## src/rtl/pipe_trace_pkg.sv

```systemverilog
`default_nettype none
// ============================================================================
//  Module      : pipe_trace_pkg
//  Description : Shared state encoding and entry-width helper for the
//                pipeline trace capture unit.
//  Revision    : 1.0 - initial release
// ============================================================================
package pipe_trace_pkg;

   // Capture state machine encoding, also exported on the state port
   localparam logic [1:0] c_st_idle     = 2'd0;
   localparam logic [1:0] c_st_pretrig  = 2'd1;
   localparam logic [1:0] c_st_posttrig = 2'd2;
   localparam logic [1:0] c_st_done     = 2'd3;

   // One trace entry is {cycle_stamp, probe bus}
   function automatic int entry_w(input int num_ch, input int ch_w, input int cnt_w);
      return cnt_w + num_ch * ch_w;
   endfunction

endpackage : pipe_trace_pkg
`default_nettype wire

```

## src/rtl/pipe_trace_capture_ram.sv

```systemverilog
`default_nettype none
// ============================================================================
//  Module      : trace_ram
//  Description : DEPTH x WIDTH trace storage, one synchronous write port and
//                one asynchronous read port. Contents are not reset.
//  Revision    : 1.0 - initial release
// ============================================================================
module trace_ram #(
   parameter int DEPTH = 8,
   parameter int WIDTH = 80
) (
   input  logic                     clock,
   input  logic                     wr_en,
   input  logic [$clog2(DEPTH)-1:0] wr_addr,
   input  logic [WIDTH-1:0]         wr_data,
   input  logic [$clog2(DEPTH)-1:0] rd_addr,
   output logic [WIDTH-1:0]         rd_data
);

   logic [WIDTH-1:0] r_mem [DEPTH];

   // Store one entry per enabled write
   always_ff @(posedge clock) begin
      if (wr_en) begin
         r_mem[wr_addr] <= wr_data;
      end
   end

   assign rd_data = r_mem[rd_addr];

endmodule : trace_ram
`default_nettype wire

```

## src/rtl/pipe_trace_capture.sv

```systemverilog
`default_nettype none
// ============================================================================
//  Module      : pipe_trace_capture
//  Description : Samples pipeline probe buses into a circular trace RAM with
//                cycle stamps, stops a fixed number of samples after a
//                trigger, then streams entries out oldest-first.
//  Revision    : 1.0 - initial release
// ============================================================================
module pipe_trace_capture
   import pipe_trace_pkg::*;
#(
   parameter int NUM_CH    = 4,
   parameter int CH_W      = 16,
   parameter int DEPTH     = 8,
   parameter int CNT_W     = 16,
   parameter int POST_TRIG = 3
) (
   input  logic                             clock,
   input  logic                             reset,
   input  logic                             sample_en,
   input  logic [NUM_CH*CH_W-1:0]           probe,
   input  logic                             arm,
   input  logic                             force_trig,
   input  logic [$clog2(NUM_CH)-1:0]        trig_ch,
   input  logic [CH_W-1:0]                  trig_value,
   input  logic [CH_W-1:0]                  trig_mask,
   input  logic                             rd_ready,
   output logic                             rd_valid,
   output logic [CNT_W+NUM_CH*CH_W-1:0]     rd_data,
   output logic [1:0]                       state,
   output logic [$clog2(DEPTH):0]           fill,
   output logic [$clog2(DEPTH)-1:0]         trig_pos
);

   localparam int c_aw = $clog2(DEPTH);
   localparam int c_fw = c_aw + 1;
   localparam int c_ew = entry_w(NUM_CH, CH_W, CNT_W);

   localparam logic [c_fw-1:0] c_depth = c_fw'(DEPTH);
   localparam logic [c_aw-1:0] c_post  = c_aw'(POST_TRIG);

   logic [1:0]       r_state;
   logic [c_aw-1:0]  r_wr_ptr;
   logic [c_fw-1:0]  r_fill;
   logic [c_fw-1:0]  r_rd_cnt;
   logic [c_aw-1:0]  r_post_cnt;
   logic [CNT_W-1:0] r_cycle_cnt;

   logic [CH_W-1:0]  w_trig_data;
   logic             w_match;
   logic             w_trig;
   logic             w_capture;
   logic             w_wr_en;
   logic [c_aw-1:0]  w_rd_addr;
   logic [c_ew-1:0]  w_ram_q;
   logic             w_rd_valid;
   logic [c_fw-1:0]  w_fill_next;

   // Select the channel watched by the trigger comparator
   always_comb begin
      w_trig_data = '0;
      for (int k = 0; k < NUM_CH; k++) begin
         if (int'(trig_ch) == k) begin
            w_trig_data = probe[k*CH_W +: CH_W];
         end
      end
   end

   assign w_match   = ((w_trig_data ^ trig_value) & trig_mask) == '0;
   assign w_trig    = sample_en & (w_match | force_trig);
   assign w_capture = (r_state == c_st_pretrig) || (r_state == c_st_posttrig);
   // arm takes priority, so the sample of an arm cycle is dropped
   assign w_wr_en   = sample_en & w_capture & ~arm;

   // Fill saturates once the circular buffer has wrapped
   assign w_fill_next = (r_fill == c_depth) ? r_fill : r_fill + c_fw'(1);

   // Oldest entry sits fill positions behind the write pointer (mod DEPTH)
   assign w_rd_addr  = r_wr_ptr - r_fill[c_aw-1:0] + r_rd_cnt[c_aw-1:0];
   assign w_rd_valid = (r_state == c_st_done) && (r_rd_cnt != r_fill);

   assign rd_valid = w_rd_valid;
   assign rd_data  = w_rd_valid ? w_ram_q : '0;
   assign state    = r_state;
   assign fill     = r_fill;
   assign trig_pos = (r_state == c_st_done) ? (r_fill[c_aw-1:0] - c_aw'(1) - c_post) : '0;

   // Capture FSM, pointers and free-running cycle stamp
   always_ff @(posedge clock or posedge reset) begin
      if (reset) begin
         r_state     <= c_st_idle;
         r_wr_ptr    <= '0;
         r_fill      <= '0;
         r_rd_cnt    <= '0;
         r_post_cnt  <= '0;
         r_cycle_cnt <= '0;
      end else begin
         r_cycle_cnt <= r_cycle_cnt + CNT_W'(1);
         if (arm) begin
            r_state    <= c_st_pretrig;
            r_wr_ptr   <= '0;
            r_fill     <= '0;
            r_rd_cnt   <= '0;
            r_post_cnt <= '0;
         end else begin
            case (r_state)
               c_st_pretrig: begin
                  if (sample_en) begin
                     r_wr_ptr <= r_wr_ptr + c_aw'(1);
                     r_fill   <= w_fill_next;
                     if (w_trig) begin
                        if (POST_TRIG == 0) begin
                           r_state <= c_st_done;
                        end else begin
                           r_post_cnt <= c_post;
                           r_state    <= c_st_posttrig;
                        end
                     end
                  end
               end
               c_st_posttrig: begin
                  if (sample_en) begin
                     r_wr_ptr   <= r_wr_ptr + c_aw'(1);
                     r_fill     <= w_fill_next;
                     r_post_cnt <= r_post_cnt - c_aw'(1);
                     if (r_post_cnt == c_aw'(1)) begin
                        r_state <= c_st_done;
                     end
                  end
               end
               c_st_done: begin
                  if (w_rd_valid && rd_ready) begin
                     r_rd_cnt <= r_rd_cnt + c_fw'(1);
                  end
               end
               default: ;
            endcase
         end
      end
   end

   trace_ram #(
      .DEPTH (DEPTH),
      .WIDTH (c_ew)
   ) u_trace_ram (
      .clock   (clock),
      .wr_en   (w_wr_en),
      .wr_addr (r_wr_ptr),
      .wr_data ({r_cycle_cnt, probe}),
      .rd_addr (w_rd_addr),
      .rd_data (w_ram_q)
   );

endmodule : pipe_trace_capture
`default_nettype wire
```

## config.mk

```make
export PLATFORM = sky130hd
export DESIGN_NAME = pipe_trace_capture
export DESIGN_NICKNAME = d
export VERILOG_FILES = /design/src/rtl/pipe_trace_pkg.sv /design/src/rtl/pipe_trace_capture_ram.sv /design/src/rtl/pipe_trace_capture.sv
export SDC_FILE = /design/constraint.sdc
export NUM_CORES = 1
export LEC_CHECK = 0
export ABC_AREA = 1
export CORE_MARGIN = 2
export CORE_UTILIZATION = 59
export DETAILED_ROUTE_END_ITERATION = 12
export HOLD_SLACK_MARGIN = 0.05
export PLACE_DENSITY = 0.81
export SLEW_MARGIN = 25
export SYNTH_ARGS = -nofsm -noshare
export SYNTH_HDL_FRONTEND = slang
export SYNTH_SLANG_ARGS = --single-unit
```

## constraint.sdc

```tcl
create_clock -name clock -period 6 [get_ports clock]
set_input_delay 1.2 -clock clock [delete_from_list [all_inputs] [get_ports clock]]
set_output_delay 1.2 -clock clock [all_outputs]
set_load 0.02 [all_outputs]
```

==> Word-level counts from Yosys, hierarchy flattened <==
Memory sizes are Yosys's and may differ from the RTL's.
Index checks and enable logic that the tools add are counted.
{ "word_totals": {"reg_bits": 32, "ramBits": 640, "input_bits": 104, "output_inout_bits": 90, "word_cells": 82, "mem_count": 1} }
{ "op_classes": {"n_addsub": 9, "n_eq_ne": 14, "mux": 29, "n_bitwise": 7, "reduce_logical": 16} }
{ "mem_list": {"columns": ["name", "words", "word_bits", "rd", "rd_ports_with_merged_regs", "wr", "line_no", "rtl"], "rows": [
  ["u_trace_ram.r_mem", 8, 80, 1, 0, 1, "pipe_trace_capture_ram.sv:20", "logic [WIDTH-1:0] r_mem [DEPTH];"]
]} }
{ "op_table": {"columns": ["op", "count"], "rows": [
  ["$mux 80", 1],
  ["$mux 16", 4],
  ["$mux 4", 7],
  ["$mux 3", 8],
  ["$add 16x1->16 const B", 1],
  ["$and 16x16->16", 1],
  ["$logic_not 16->1", 1],
  ["$xor 16x16->16", 1],
  ["$mux 2", 5],
  ["$ne 3x3->1 const B", 3],
  ["$add 4x1->4 const B", 2],
  ["$eq 2x2->1 const B", 4],
  ["$reduce_bool 2->1", 4],
  ["$pmux 3 s2", 1],
  ["$sub 3x1->3 const B", 2],
  ["$reduce_and 5->1", 1],
  ["$eq 2x1->1 const B", 2],
  ["$eq 4x4->1 const B", 1],
  ["$ne 4x4->1", 1],
  ["$pmux 2 s2", 1],
  ["$reduce_and 2->1", 2],
  ["$reduce_and 4->1", 1],
  ["$add 3x1->3 const B", 1],
  ["$add 3x3->3", 1],
  ["other kinds (15)", 19]
]} }

==> Longest topological paths before layout <==
{ "depth": {"ltp_word": 14, "ltp_mapped": 17, "ltp_nobuf": 16} }

==> By module <==
From an unflattened synthesis, not the netlist that was laid out.
{ "hier_totals": {"cells_unflattened": 3343, "hier_area_um2": 31136.1} }
{ "by_module_without_submodules": {"columns": ["mod", "instances", "cells_per_inst", "area_each_um2", "seq_area_each_um2"], "rows": [
  ["trace_ram", 1, 2783, 27910.5, 19218.4],
  ["pipe_trace_capture", 1, 560, 3225.6, 800.8]
]} }

==> Least setup slack after synthesis <==
Ideal clock, no wire load.
{ "synth_timing": {"kind": "input to register", "from": "in sample_en", "to": "mem u_trace_ram.r_mem[0][0] (enable)", "setup_time_ps": 519, "t_arrival_ps": 5037, "required_time_ps": 5481, "slack_ps": 444, "cell_stages": 6, "path_buffers": 0, "cell_sequence": "inv_1 > nor2_1 > inv_1 > nor2_1 > nand2_1 > nor2_1"} }
{ "synth_via": {"elab_chain_cells": 4} }
{ "synth_lines": {"columns": ["element", "line_no", "rtl"], "rows": [
  ["start: declaration", "pipe_trace_capture.sv:20", "input logic sample_en,"],
  ["$and 1x1->1 (2 in series)", "pipe_trace_capture.sv:73", "assign w_wr_en = sample_en & w_capture & ~arm;"],
  ["$mux 1", "pipe_trace_capture_ram.sv:24", "if (wr_en) begin"],
  ["$mux 1 (not written as such)", "pipe_trace_capture_ram.sv:25", "r_mem[wr_addr] <= wr_data;"],
  ["end: declaration", "pipe_trace_capture_ram.sv:20", null]
]} }
Every way passes these cells.

==> Worst setup path in the final report <==
{ "layout_timing": {"from": "reg r_wr_ptr[1]", "to": "out rd_data[4]"} }
{ "layout_via": {"elab_chain_cells": 4} }
{ "layout_lines": {"columns": ["element", "line_no", "rtl"], "rows": [
  ["start: declaration", "pipe_trace_capture.sv:43", "logic [c_aw-1:0] r_wr_ptr;"],
  ["start signal: assignment", "pipe_trace_capture.sv:109", "r_wr_ptr <= r_wr_ptr + c_aw'(1);"],
  ["start signal: assignment", "pipe_trace_capture.sv:123", "r_wr_ptr <= r_wr_ptr + c_aw'(1);"],
  ["$sub 3x3->3", "pipe_trace_capture.sv:79", "assign w_rd_addr = r_wr_ptr - r_fill[c_aw-1:0] + r_rd_cnt[c_aw-1:0];"],
  ["$add 3x3->3", "pipe_trace_capture.sv:79", null],
  ["$mem_v2 8x80", null, null],
  ["$mux 80", "pipe_trace_capture.sv:83", "assign rd_data = w_rd_valid ? w_ram_q : '0;"],
  ["end: declaration", "pipe_trace_capture.sv:29", "output logic [CNT_W+NUM_CH*CH_W-1:0] rd_data,"]
]} }
Every way passes these cells.

==> impl_metrics.json <==
{
  "layout-area-overhead-vs-synth_pct": 17.56,
  "input_output_buffers": 193,
  "synth_area_um2": 27490,
  "share_seq_of_total_power_pct": 28.2,
  "status": "complete, no violations",
  "ys_async_sr_fraction_pct": 4.762,
  "multi_input_area_um2": 6765,
  "ctsHoldBuffers": 0,
  "path_clk_slew_ns": 0.06,
  "cp-end-kind": "output pin",
  "hpwl_um": 39730,
  "initial_util_pct": 59.42,
  "min_delay_worst_endpoint": "r_post_cnt[1]",
  "ios": 194,
  "num-fill-cells": 2998,
  "avgSynthCellArea_um2": 11.98,
  "synth_top_flop_cell": "edfxtp_1",
  "number_of_instances_in_the_synthesized_netlist": 2295,
  "timing.final.crit_share_pct": 96.56,
  "reg_area_um2": 20020,
  "die_height_um": 219.9,
  "max_slew_margin_pct": 29.22,
  "peakVddDrop_mv": 1.098,
  "synth.yosys.seq_area_share_pct": 72.83,
  "final-max-slew-violation-count": 0,
  "comb_power_share_pct": 50.6,
  "drive_above_1_share_pct": 5.953,
  "antenna_violating_nets_post_route": 0,
  "synthDominantCellAreaShare_pct": 69.91,
  "firstDrtPassIters": 6,
  "core.rowCount": 79,
  "clk_root_buffer_cell": "clkbuf_16",
  "holdCritPathClass": "register to register",
  "cts_setup_buffers": 0,
  "synthTopCellsByArea": "edfxtp_1 70%, nand2_1 5.8%, nor2_1 4.8%",
  "cts_tree": "done",
  "gp_routability_congestion": 0.8647,
  "fin_ws_ns": 0.2066,
  "reg2reg_from": "state[0]",
  "chipWidth_um": 219.9,
  "setup_violations": 0,
  "routed_via_density": 6.139,
  "max-clock-path-buffers": 3,
  "placement.setup.worst_slack_ns": 0.9268,
  "die_area_um2": 48330,
  "drv.max_cap_violation_count": 0,
  "routed_wl_um": 72130,
  "final.setup_skew_ns": 0.01546,
  "worst-r2r-setup-slack_ns": 2.95,
  "critical_path.startpoint": "r_wr_ptr[1]",
  "cell_type_with_the_highest_aggregate_area_in_the_netlist": "edfxtp_1",
  "cp_max_fo": 57,
  "rsz0062_at_grt": "no",
  "ctsResizeCount": 0,
  "critical_path.reg2reg.endpoint": "u_trace_ram.r_mem[7][26]",
  "ff2ff_path_depth": 8,
  "detailroute.via_count": 19120,
  "synthDistinctLibCells": 32,
  "design_power_total_w": 0.01920,
  "sw_share_pct": 44.28,
  "dr.first_iter.drc_count": 2714,
  "final_nets": 2576,
  "worstHoldStart": "r_post_cnt[1]",
  "critical_path_required_ns": 4.80,
  "clk_latency_ns": 0.59,
  "wire_per_inst_um": 23.16,
  "drc": 0,
  "timing.setup.tns_ns": 0,
  "achievable-frequency_ghz": 0.1726,
  "worst_slew_pin_slew_ns": 1.062,
  "power_density_nw_per_um2": 594.2,
  "net-switching-power_w": 0.008502,
  "first_global_vias": 18880,
  "critical_path_class": "register to output pin",
  "pwr-share-clk_pct": 21.1,
  "grt_first_pass_wirelength_um": 108800,
  "min_path_cells": 2,
  "timing.critical_path.arrival_ns": 4.59,
  "intPower_w": 0.01070,
  "finish.instance_area_um2": 32310,
  "synthesis.yosys.warnings": 0,
  "placeableCoreArea_um2": 46260,
  "sort_of_element_at_the_start_of_the_critical_path": "register",
  "grt_start_max_net_pins": 175,
  "tritoncts_num_sinks": 672,
  "groute.usage.overall_pct": 30.00,
  "grt_antenna_before_repair": 6,
  "overflow": 0,
  "cts_max_level": 3,
  "synth.ff_latch_count": 672,
  "final_hold_viol_count": 0,
  "tritoncts.num_buffers": 66,
  "fin_crit_ns": 5.793,
  "synth_enable_flop_cells": 640,
  "synth_fp_nets": 2413,
  "place_area_um2": 30180,
  "power.leakage_nw": 11.18
}
[cells in the mapped netlist (all sizes together), types with 3 or more instances]
library cell and count:
a311oi 80, a21oi 87, inv 65, ha 12, clkbuf 102, nor2 351, nand3b 4, nor3 3
o21ai 187, buf 36, nand4 4, edfxtp 640, nand2 429, or2 12, nand3 223, xnor2 7
dfrtp 32, xor2 11
[critical path, cell delays in order (launching register included)]
cell             delay (ns)
dfrtp_1                0.41
inv_1                  0.14
fa_1                   0.44
inv_1                  0.09
fa_4                   0.66
inv_4                  0.58
buf_4                  0.46
nand3_1                0.18
a21oi_1                0.28
a311oi_1               0.08
clkdlybuf4s50_1        0.63
[layout make-up]
type	instances	share of cell area, %
Multi-Input combinational cell	1419	20.94
Antenna cell	5	0.03872
Inverter	66	0.8054
Clock inverter	26	0.7705
Tap cell	607	2.350
Clock buffer	87	5.715
Sequential cell	672	61.95
Timing Repair Buffer	233	7.434
[registers in the layout, summed over array words and instances (netlist names)]
| register | count |
|---|---|
| fill | 4 |
| r_post_cnt | 3 |
| r_cycle_cnt | 16 |
| u_trace_ram.r_mem | 640 |
| r_rd_cnt | 4 |
| r_wr_ptr | 3 |
| state | 2 |
[worst max path at each step]
| stage | cells after the start | endpoint |
|---|---|---|
| after floorplan | 6 | u_trace_ram.r_mem[0][0] |
| after global placement | 10 | rd_data[66] |
| after detailed placement | 10 | rd_data[4] |
| after CTS | 10 | rd_data[4] |
| after global routing | 10 | rd_data[4] |
| final | 10 | rd_data[4] |
[per-layer routing]
metal  share of wire [%]  track usage (%)  vias to the layer above
li1                    -                -                     8518
met1                  38            40.30                     9277
met2                  48            48.01                     1153
met3                  10            6.128                      173
met4                 3.6            12.98                        2
met5               0.015                0                        -
[logic make-up (layout without fill, tap and decap cells)]
kind of cell | Yosys count | count (layout) | share of synthesized area, %
AOI/OAI and AO/OA | 358 | 358 | 7.642
other | 0 | 5 | 0
and+or+nand+nor | 1029 | 1029 | 15.34
xor gates and xnor gates | 18 | 18 | 0.6008
buffers and inverters | 204 | 412 | 2.895
DFF | 672 | 672 | 72.83
adders and majority gates | 14 | 14 | 0.6918
[power by group through the flow]
stage,Sequential [W],Clock (W),Combinational [W]
2_1_floorplan,0.00553,0,0.00636
3_3_place_gp,0.00550,0,0.00921
3_5_place_dp,0.00551,0,0.00946
4_1_cts,0.00541,0.00408,0.00961
5_1_grt,0.00543,0.00426,0.0106
6_report,0.00542,0.00406,0.00972
[cell usage in the layout (no fill, tap or decap), types with 3 or more instances in the layout]
cell type	Yosys	final
ha_1	12	11
bufinv_16	0	5
inv_1	63	62
clkdlybuf4s50_1	0	193
edfxtp_1	640	640
clkbuf_16	0	71
nand3_1	223	223
nor2_4	0	8
xnor2_1	6	6
clkinv_2	0	12
dfrtp_1	32	32
nand2_1	427	427
o21ai_0	183	183
clkbuf_1	102	15
diode_2	0	5
o21ai_1	4	4
buf_12	0	12
nand3b_1	4	4
clkinv_1	1	9
nor3_1	3	3
xor2_1	11	11
nand4_1	4	4
or2_1	10	10
a21oi_1	87	87
buf_4	0	27
nor2_1	350	342
a311oi_1	80	80
[per-stage QoR]
stage | std cells | hold WS [ns] | util [%]
finish | 3115 | 0.5039 | 69.86
global route | 3114 | 0.5701 | 69.85
CTS | 3109 | 0.4976 | 69.77
detailed placement | 2996 | 0.4826 | 65.24
global placement | 2995 | 0.4781 | 65.19
floorplan | 2295 | 0.4588 | -
Note: power is estimated with default switching activity, not from simulation.
